File: src/rtl/led_bank_arbiter_if.sv
// led_bank_arbiter_if: request/pattern inputs and grant/LED outputs of the LED bank arbiter
interface led_bank_arbiter_if #(
    parameter int NREQ = 4,
    parameter int BITS = 5
);
    logic [NREQ-1:0]      req;
    logic [NREQ*BITS-1:0] led_in;
    logic [NREQ-1:0]      grant;
    logic [BITS-1:0]      led;
    logic                 busy;
    modport master (output req, led_in, input grant, led, busy);
    modport slave (input req, led_in, output grant, led, busy);
endinterface

File: src/rtl/led_bank_arbiter.sv
// led_bank_arbiter: round-robin time-sliced sharing of one LED bank between NREQ pattern sources
module led_bank_arbiter #(
    parameter int NREQ      = 4,
    parameter int BITS      = 5,
    parameter int LOG2SLICE = 21
) (
    input logic              clk_25mhz,
    input logic              rst,
    led_bank_arbiter_if.slave bus
);
    localparam int PW = (NREQ > 1) ? $clog2(NREQ) : 1;
    typedef enum logic [1:0] {IDLE, GRANT, HANDOFF} state_t;
    state_t               state;
    logic [PW-1:0]        ptr;
    logic [LOG2SLICE-1:0] cnt;
    logic [PW-1:0]        win;
    logic                 any;
    logic                 others;
    // ptr doubles as the owner index while in GRANT
    always_comb begin
        win = ptr;
        for (int k = NREQ; k >= 1; k--)
            if (bus.req[(int'(ptr) + k) % NREQ]) win = PW'((int'(ptr) + k) % NREQ);
    end
    assign any    = |bus.req;
    assign others = |(bus.req & ~(NREQ'(1) << ptr));
    always_ff @(posedge clk_25mhz or posedge rst) begin
        if (rst) begin
            state     <= IDLE;
            ptr       <= PW'(NREQ - 1);
            cnt       <= '0;
            bus.grant <= '0;
            bus.led   <= '0;
            bus.busy  <= 1'b0;
        end else begin
            case (state)
                GRANT: begin
                    bus.led <= bus.led_in[int'(ptr)*BITS +: BITS];
                    cnt     <= cnt + 1'b1;
                    if (!bus.req[ptr] || (&cnt && others)) begin
                        state     <= HANDOFF;
                        bus.grant <= '0;
                    end
                end
                default: begin
                    if (state == IDLE) bus.led <= '0;
                    if (any) begin
                        state     <= GRANT;
                        ptr       <= win;
                        cnt       <= '0;
                        bus.grant <= NREQ'(1) << win;
                        bus.busy  <= 1'b1;
                    end else begin
                        state    <= IDLE;
                        bus.busy <= 1'b0;
                    end
                end
            endcase
        end
    end
endmodule

File: src/flat_wrapper.sv
// flat-port wrapper written by rule: the top's interface ports become plain ports
module led_bank_arbiter_flat 
#(
    parameter int NREQ      = 4,
    parameter int BITS      = 5,
    parameter int LOG2SLICE = 21
)
  (clk_25mhz, rst, bus_req, bus_led_in, bus_grant, bus_led, bus_busy);
  led_bank_arbiter_if #(.NREQ(NREQ), .BITS(BITS)) bus_i ();
  input logic clk_25mhz;
  input logic rst;
  input wire logic [$bits(bus_i.req)-1:0] bus_req;
  input wire logic [$bits(bus_i.led_in)-1:0] bus_led_in;
  output wire logic [$bits(bus_i.grant)-1:0] bus_grant;
  output wire logic [$bits(bus_i.led)-1:0] bus_led;
  output wire logic [$bits(bus_i.busy)-1:0] bus_busy;
  assign bus_i.req = bus_req;
  assign bus_i.led_in = bus_led_in;
  assign bus_grant = bus_i.grant;
  assign bus_led = bus_i.led;
  assign bus_busy = bus_i.busy;
  led_bank_arbiter #(.NREQ(NREQ), .BITS(BITS), .LOG2SLICE(LOG2SLICE)) u_core (.clk_25mhz(clk_25mhz), .rst(rst), .bus(bus_i));
endmodule
File: config.mk
export PLATFORM = sky130hd
export DESIGN_NAME = led_bank_arbiter_flat
export DESIGN_NICKNAME = d
export VERILOG_FILES = /design/src/rtl/led_bank_arbiter_if.sv /design/src/rtl/led_bank_arbiter.sv /design/src/flat_wrapper.sv
export SDC_FILE = /design/constraint.sdc
export NUM_CORES = 1
export LEC_CHECK = 0
export ABC_CLOCK_PERIOD_IN_PS = 2540
export CORE_MARGIN = 5
export CORE_UTILIZATION = 40
export DETAILED_ROUTE_END_ITERATION = 10
export GPL_TIMING_DRIVEN = 0
export SKIP_CTS_REPAIR_TIMING = 1
export SLEW_MARGIN = 20
export SYNTH_ARGS = -nofsm -noshare
export SYNTH_HDL_FRONTEND = slang
export SYNTH_SLANG_ARGS = --single-unit
File: constraint.sdc
create_clock -name clk_25mhz -period 2.54 [get_ports clk_25mhz]
set_clock_uncertainty 0.2 [all_clocks]
set_input_delay 0.254 -clock clk_25mhz [delete_from_list [all_inputs] [get_ports clk_25mhz]]
set_output_delay 0.254 -clock clk_25mhz [all_outputs]
set_load 0.005 [all_outputs]
# Yosys cells after proc, flatten, opt, wreduce, memory -nomap -nowiden
# Cells that the tools add are included.
[totals] register_bits=35 latchBits=0 mem_bits_rw=0 rom_bits=0 input_bits=26 elab_cells=73 memories=0
[op_classes] n_addsub=5 n_mul=1 n_div=0 magnitude_cmp=5 n_eq_ne=2 shifts=3 mux=29 bitwise_logic=7 reduce_logical=15
[op_table] op="$mux 21" n=2
[op_table] op="$shiftx 20x32->5" n=1
[op_table] op="$add 21x1->21 const B" n=1
[op_table] op="$reduce_and 21->1" n=1
[op_table] op="$lt 3x4->1 const B" n=4
[op_table] op="$mux 2" n=6
[op_table] op="$mux 4" n=3
[op_table] op="$mux 1" n=11
[op_table] op="$bmux 1 s2" n=5
[op_table] op="$mux 5" n=2
[op_table] op="$reduce_or 2->1" n=4
[op_table] op="$reduce_or 4->1" n=2
[op_table] op="$shl 1x2->4 const A" n=2
[op_table] op="$mul 2x3->5 const B" n=1
[op_table] op="$add 2x1->2 const B" n=2
[op_table] op="$add 2x2->2 const B" n=2
[op_table] op="$and 1x1->1 const A" n=4
[op_table] op="$and 4x4->4" n=1
[op_table] op="$not 4->4" n=1
[op_table] op="$reduce_and 2->1" n=2
[op_table] op="$reduce_bool 2->1" n=2
[op_table] op="$lt 2x3->1 const B" n=1
[op_table] op="$eq 2x1->1 const B" n=1
[op_table] op="$logic_not 2->1" n=1
[op_table] op="5 further kinds" n=5

# Logic depth before layout (Yosys ltp)
[depth] depth_word=13 depth_mapped=8 ltp_nobuf=6

# Worst setup path before layout
# Ideal clock, no wire load.
[synth_path] kind="register to register" from="register u_core.ptr[0]" to="register u_core.bus.grant[1]" setup_time_ps=82 arrival_time_ps=1996 slack_ps=262 stages_incl_launch_ff=9 path_buffers=2 cell_sequence="dfstp_2 > buf_6 > buf_2 > inv_1 > ha_1 > a21o_1 > a311oi_1 > o21ai_0 > o22ai_1"
[synth_between] elab_chain_len=11 elab_cells_between_ends=34 classes_between="4 x add/sub; 1 x eq/ne; 2 x shift; 20 x mux; 2 x bitwise; 5 x reduce/logical"
[synth_lines] item="start: declaration" line_no="led_bank_arbiter.sv:14" source="logic [PW-1:0] ptr;"
[synth_lines] item="start signal: assignment" line_no="led_bank_arbiter.sv:30" source="ptr <= PW'(NREQ - 1);"
[synth_lines] item="start signal: assignment" line_no="led_bank_arbiter.sv:49" source="ptr <= win;"
[synth_lines] item="$add 2x1->2" line_no="led_bank_arbiter.sv:23" source="if (bus.req[(int'(ptr) + k) % NREQ]) win = PW'((int'(ptr) + k) % NREQ);"
[synth_lines] item="$bmux 1 s2" line_no="led_bank_arbiter.sv:23"
[synth_lines] item="$mux 1 (implied by the code) (2 in a row)" line_no="led_bank_arbiter.sv:23"
[synth_lines] item="$mux 2 (4 in a row)" line_no="led_bank_arbiter.sv:23"
[synth_lines] item="$shl 1x2->4" line_no="led_bank_arbiter.sv:51" source="bus.grant <= NREQ'(1) << win;"
[synth_lines] item="$mux 4" line_no="led_bank_arbiter.sv:47" source="if (any) begin"
[synth_lines] item="$mux 4" line_no="led_bank_arbiter.sv:36" source="case (state)"
[synth_lines] item="end signal: assignment" line_no="led_bank_arbiter.sv:51"
[synth_lines] item="end: declaration" line_no="led_bank_arbiter_if.sv:12" source="modport slave (input req, led_in, output grant, led, busy);"
# Several ways; a longest one is shown, not always the timed one. The select of a mux whose other input is x is not followed.
# A chain may end at the register's enable or synchronous reset.

# Final worst setup path
[layout_path] from="register u_core.ptr[1]" to="register u_core.bus.grant[1]"
# Same word-level chain as after synthesis.

==> load_flow_metrics.sql <==
INSERT INTO impl_metrics (metric_group, metric, value, unit) VALUES
('yosys', 'synthDominantCellAreaShare', '0.390', ''),
('drt', 'wl_per_cell', '14.6', 'um'),
('setup_path', 'worst-r2r-cell-count', '7', ''),
('setup_path', 'worstPathArrival', '2400', 'ps'),
('clock_network', 'cts_htree_levels', '2', ''),
('pwr', 'netSwitchingFraction', '0.360', ''),
('yosys', 'edff_count_synth', '0', ''),
('sta', 'worstMarginPinSlew', '725', 'ps'),
('global_routing', 'number_of_global_route_vias_before_repair', '1618', ''),
('pwr', 'share_clk_of_total_power', '0.168', ''),
('clock_network', 'clk_transition_reported_paths', '70', 'ps'),
('yosys', 'synth.largest_area_cell', 'sky130_fd_sc_hd__dfrtp_1', ''),
('drt', 'post_route_wl', '4510', 'um'),
('pwr', 'internal_power', '0.00144', 'W'),
('yosys', 'post_synth_num_cell_types', '50', ''),
('sta', 'fmaxAchievable', '418', 'MHz'),
('setup_path', 'timing.critical_path.cells', 'buf_4, inv_1, ha_1, a21o_1, a311oi_1, o21ai_0, o22ai_1', ''),
('floorplan', 'core', '5140', 'sq um'),
('yosys', 'syn_inst', '199', ''),
('flow_run', 'max_cap_violation_count', '0', ''),
('drt', 'dr.pass1.iters', '4', ''),
('pwr', 'leakage', '1.15', 'nW'),
('worst_hold_path', 'hold_path.class', 'in2async', ''),
('setup_path', 'cp_num_buf_inv', '2', ''),
('setup_path', 'worst_setup_path_end_kind', 'flop', ''),
('global_routing', 'first_pass_grt_wire_length', '7730', 'um'),
('floorplan', 'die_x', '82.8', 'um'),
('drt', 'vias_per_cell', '5.36', ''),
('placement', 'dp_hpwl', '3400', 'um'),
('setup_path', 'timing.critical_path.depth', '7', ''),
('pwr', 'combPwrFrac', '0.482', ''),
('drt', 'drt_iter0_drc', '38', ''),
('yosys', 'postSynthNetCount', '230', ''),
('yosys', 'ys_dominant_reg_cell', 'sky130_fd_sc_hd__dfrtp_1', ''),
('global_routing', 'grt_overflow_total', '0', ''),
('drt', 'dr_total_vias', '1655', ''),
('drt', 'detail_route.drc_violations', '0', ''),
('placement', 'port-buffer-count', '34', ''),
('clock_network', 'worst_skew_pair.late_latency', '280', 'ps'),
('pwr', 'powerDensity', '858', 'nW/um^2'),
('setup_path', 'rrSetupSlack', '140', 'ps'),
('cells_and_area', 'fillerInstances', '490', ''),
('yosys', 'synth.yosys.seq_area_share', '0.415', ''),
('sta', 'finalHoldViolCount', '0', ''),
('setup_path', 'crit_end', 'u_core.bus.grant[1]', ''),
('status', 'run_status', 'finished clean', ''),
('pwr', 'total_switching_power', '0.000809', 'W'),
('yosys', 'synth_common_cells', '33 x sky130_fd_sc_hd__dfrtp_1, 26 x sky130_fd_sc_hd__nand2_1, 15 x sky130_fd_sc_hd__mux2i_1, 11 x sky130_fd_sc_hd__o21ai_0, 9 x sky130_fd_sc_hd__nand3_1', ''),
('global_routing', 'grt_antenna_before_repair', '0', ''),
('sta', 'period_utilization', '0.943', ''),
('cells_and_area', 'utilization', '0.509', ''),
('global_routing', 'aggregate_global_route_resource_usage', '0.147', ''),
('sta', 'final-setup-viol-count', '0', ''),
('clock_network', 'cts_made_buffers', '5', ''),
('floorplan', 'die_y', '82.8', 'um'),
('cells_and_area', 'area.sequential', '878', 'sq um'),
('placement', 'globalplace.congestion', '0.807', ''),
('sta', 'rsz0062_at_grt', 'false', ''),
('clock_network', 'cts_sinks', '35', ''),
('yosys', 'ys_top_cells_by_area', 'sky130_fd_sc_hd__dfrtp_1 39%, sky130_fd_sc_hd__mux2i_1 7.1%, sky130_fd_sc_hd__mux4_2 6.4%, sky130_fd_sc_hd__nand2_1 4.6%, sky130_fd_sc_hd__ha_1 3.0%', ''),
('cells_and_area', 'area_growth', '23.6', '%'),
('drt', 'route.antenna.remaining_nets', '0', ''),
('clock_network', 'clock-root-buffer', 'sky130_fd_sc_hd__clkbuf_8', ''),
('clock_network', 'clk_path_buf_depth', '2', ''),
('setup_path', 'worstSetupPathType', 'reg2reg', ''),
('sta', 'finalSetupTns', '0', 'ps'),
('yosys', 'postSynthAreaPerCell', '10.6', 'sq um'),
('floorplan', 'placement_rows', '26', ''),
('setup_path', 'cp-start-kind', 'flop', ''),
('setup_path', 'crit_family', 'compound AO/OA/AOI/OAI gates', ''),
('sta', 'final_period_minus_worst_setup_slack', '2400', 'ps');
==> state kept, by name, indices dropped and copies added, names as in the netlist <==
name and cells:
u_core.bus.busy 1, u_core.bus.led 5, u_core.state 2, u_core.bus.grant 4, u_core.cnt 21, u_core.ptr 2
==> cell usage in the layout, fill, tap and decap left out, types with 4 or more instances in the layout <==
master / n
sky130_fd_sc_hd__nand2_1: 26
sky130_fd_sc_hd__dfrtp_1: 33
sky130_fd_sc_hd__nand3_1: 9
sky130_fd_sc_hd__nand4_1: 8
sky130_fd_sc_hd__clkbuf_1: 5
sky130_fd_sc_hd__o21ai_0: 11
sky130_fd_sc_hd__a22o_1: 6
sky130_fd_sc_hd__nor2_1: 8
sky130_fd_sc_hd__o22ai_1: 4
sky130_fd_sc_hd__mux4_2: 6
sky130_fd_sc_hd__mux2i_1: 15
sky130_fd_sc_hd__ha_1: 5
sky130_fd_sc_hd__nor2b_1: 6
sky130_fd_sc_hd__clkbuf_8: 5
sky130_fd_sc_hd__clkdlybuf4s50_1: 34
sky130_fd_sc_hd__inv_1: 4
==> cell families (layout without fill, tap and decap cells) <==
| logic type | Yosys count | in the layout | share of synthesized area |
|---|---|---|---|
| AND/OR/NAND/NOR | 80 | 80 | 0.211 |
| AO/OA/AOI/OAI | 35 | 35 | 0.127 |
| flip-flops | 35 | 35 | 0.415 |
| multiplexers | 25 | 25 | 0.163 |
| buffers and inverters | 17 | 57 | 0.0467 |
| adder cells (fa/ha/maj) | 5 | 5 | 0.0295 |
| XOR/XNOR | 2 | 2 | 0.00827 |
==> cell type report <==
class | count | area share
inverters | 5 | 0.00717
clock buffers | 8 | 0.0306
repair buffers | 34 | 0.130
multi-input cells | 147 | 0.436
plain buffers | 10 | 0.0272
well taps | 70 | 0.0335
flip-flops and latches | 35 | 0.336
==> power by group through the flow <==
stage / registers, W / clock network (W) / logic (W)
2_1_floorplan: 0.000765 / 0 / 0.000802
3_5_place_dp: 0.000779 / 0 / 0.00113
5_1_grt: 0.000806 / 0.000415 / 0.00121
4_1_cts: 0.000771 / 0.000395 / 0.00113
3_3_place_gp: 0.000779 / 0 / 0.00112
6_report: 0.000786 / 0.000377 / 0.00108
==> stage by stage <==
stage | std cells | area (sq um) | setup slack (ps) | hold WS [ps]
final | 309 | 2620 | 145 | 214
after global routing | 309 | 2620 | 39.1 | 289
after CTS | 311 | 2630 | -73.4 | 246
after detailed placement | 303 | 2550 | -79.6 | 267
after global placement | 303 | 2550 | -19.9 | 259
after floorplan | 199 | 2120 | 262 | 207
==> metal layers <==
| layer | share of wire | vias to the layer above | global-route usage |
|---|---|---|---|
| li1 | - | 817 | - |
| met3 | 0.024 | 5 | 0.0259 |
| met5 | 0 | - | 0 |
| met4 | 0.014 | 0 | 0.0539 |
| met2 | 0.49 | 23 | 0.233 |
| met1 | 0.47 | 810 | 0.200 |
==> worst min path at each step <==
stage | cells past startpoint | end | slack [ps] | startpoint
after floorplan | 1 | u_core.bus.busy | 210 | rst
after global placement | 1 | u_core.cnt[19] | 260 | u_core.cnt[19]
after CTS | 2 | u_core.cnt[6] | 250 | rst
after global routing | 1 | u_core.cnt[16] | 290 | u_core.cnt[16]
final | 2 | u_core.cnt[6] | 210 | rst
after detailed placement | 1 | u_core.cnt[16] | 270 | u_core.cnt[16]
Power figures use the tool's default switching activity.
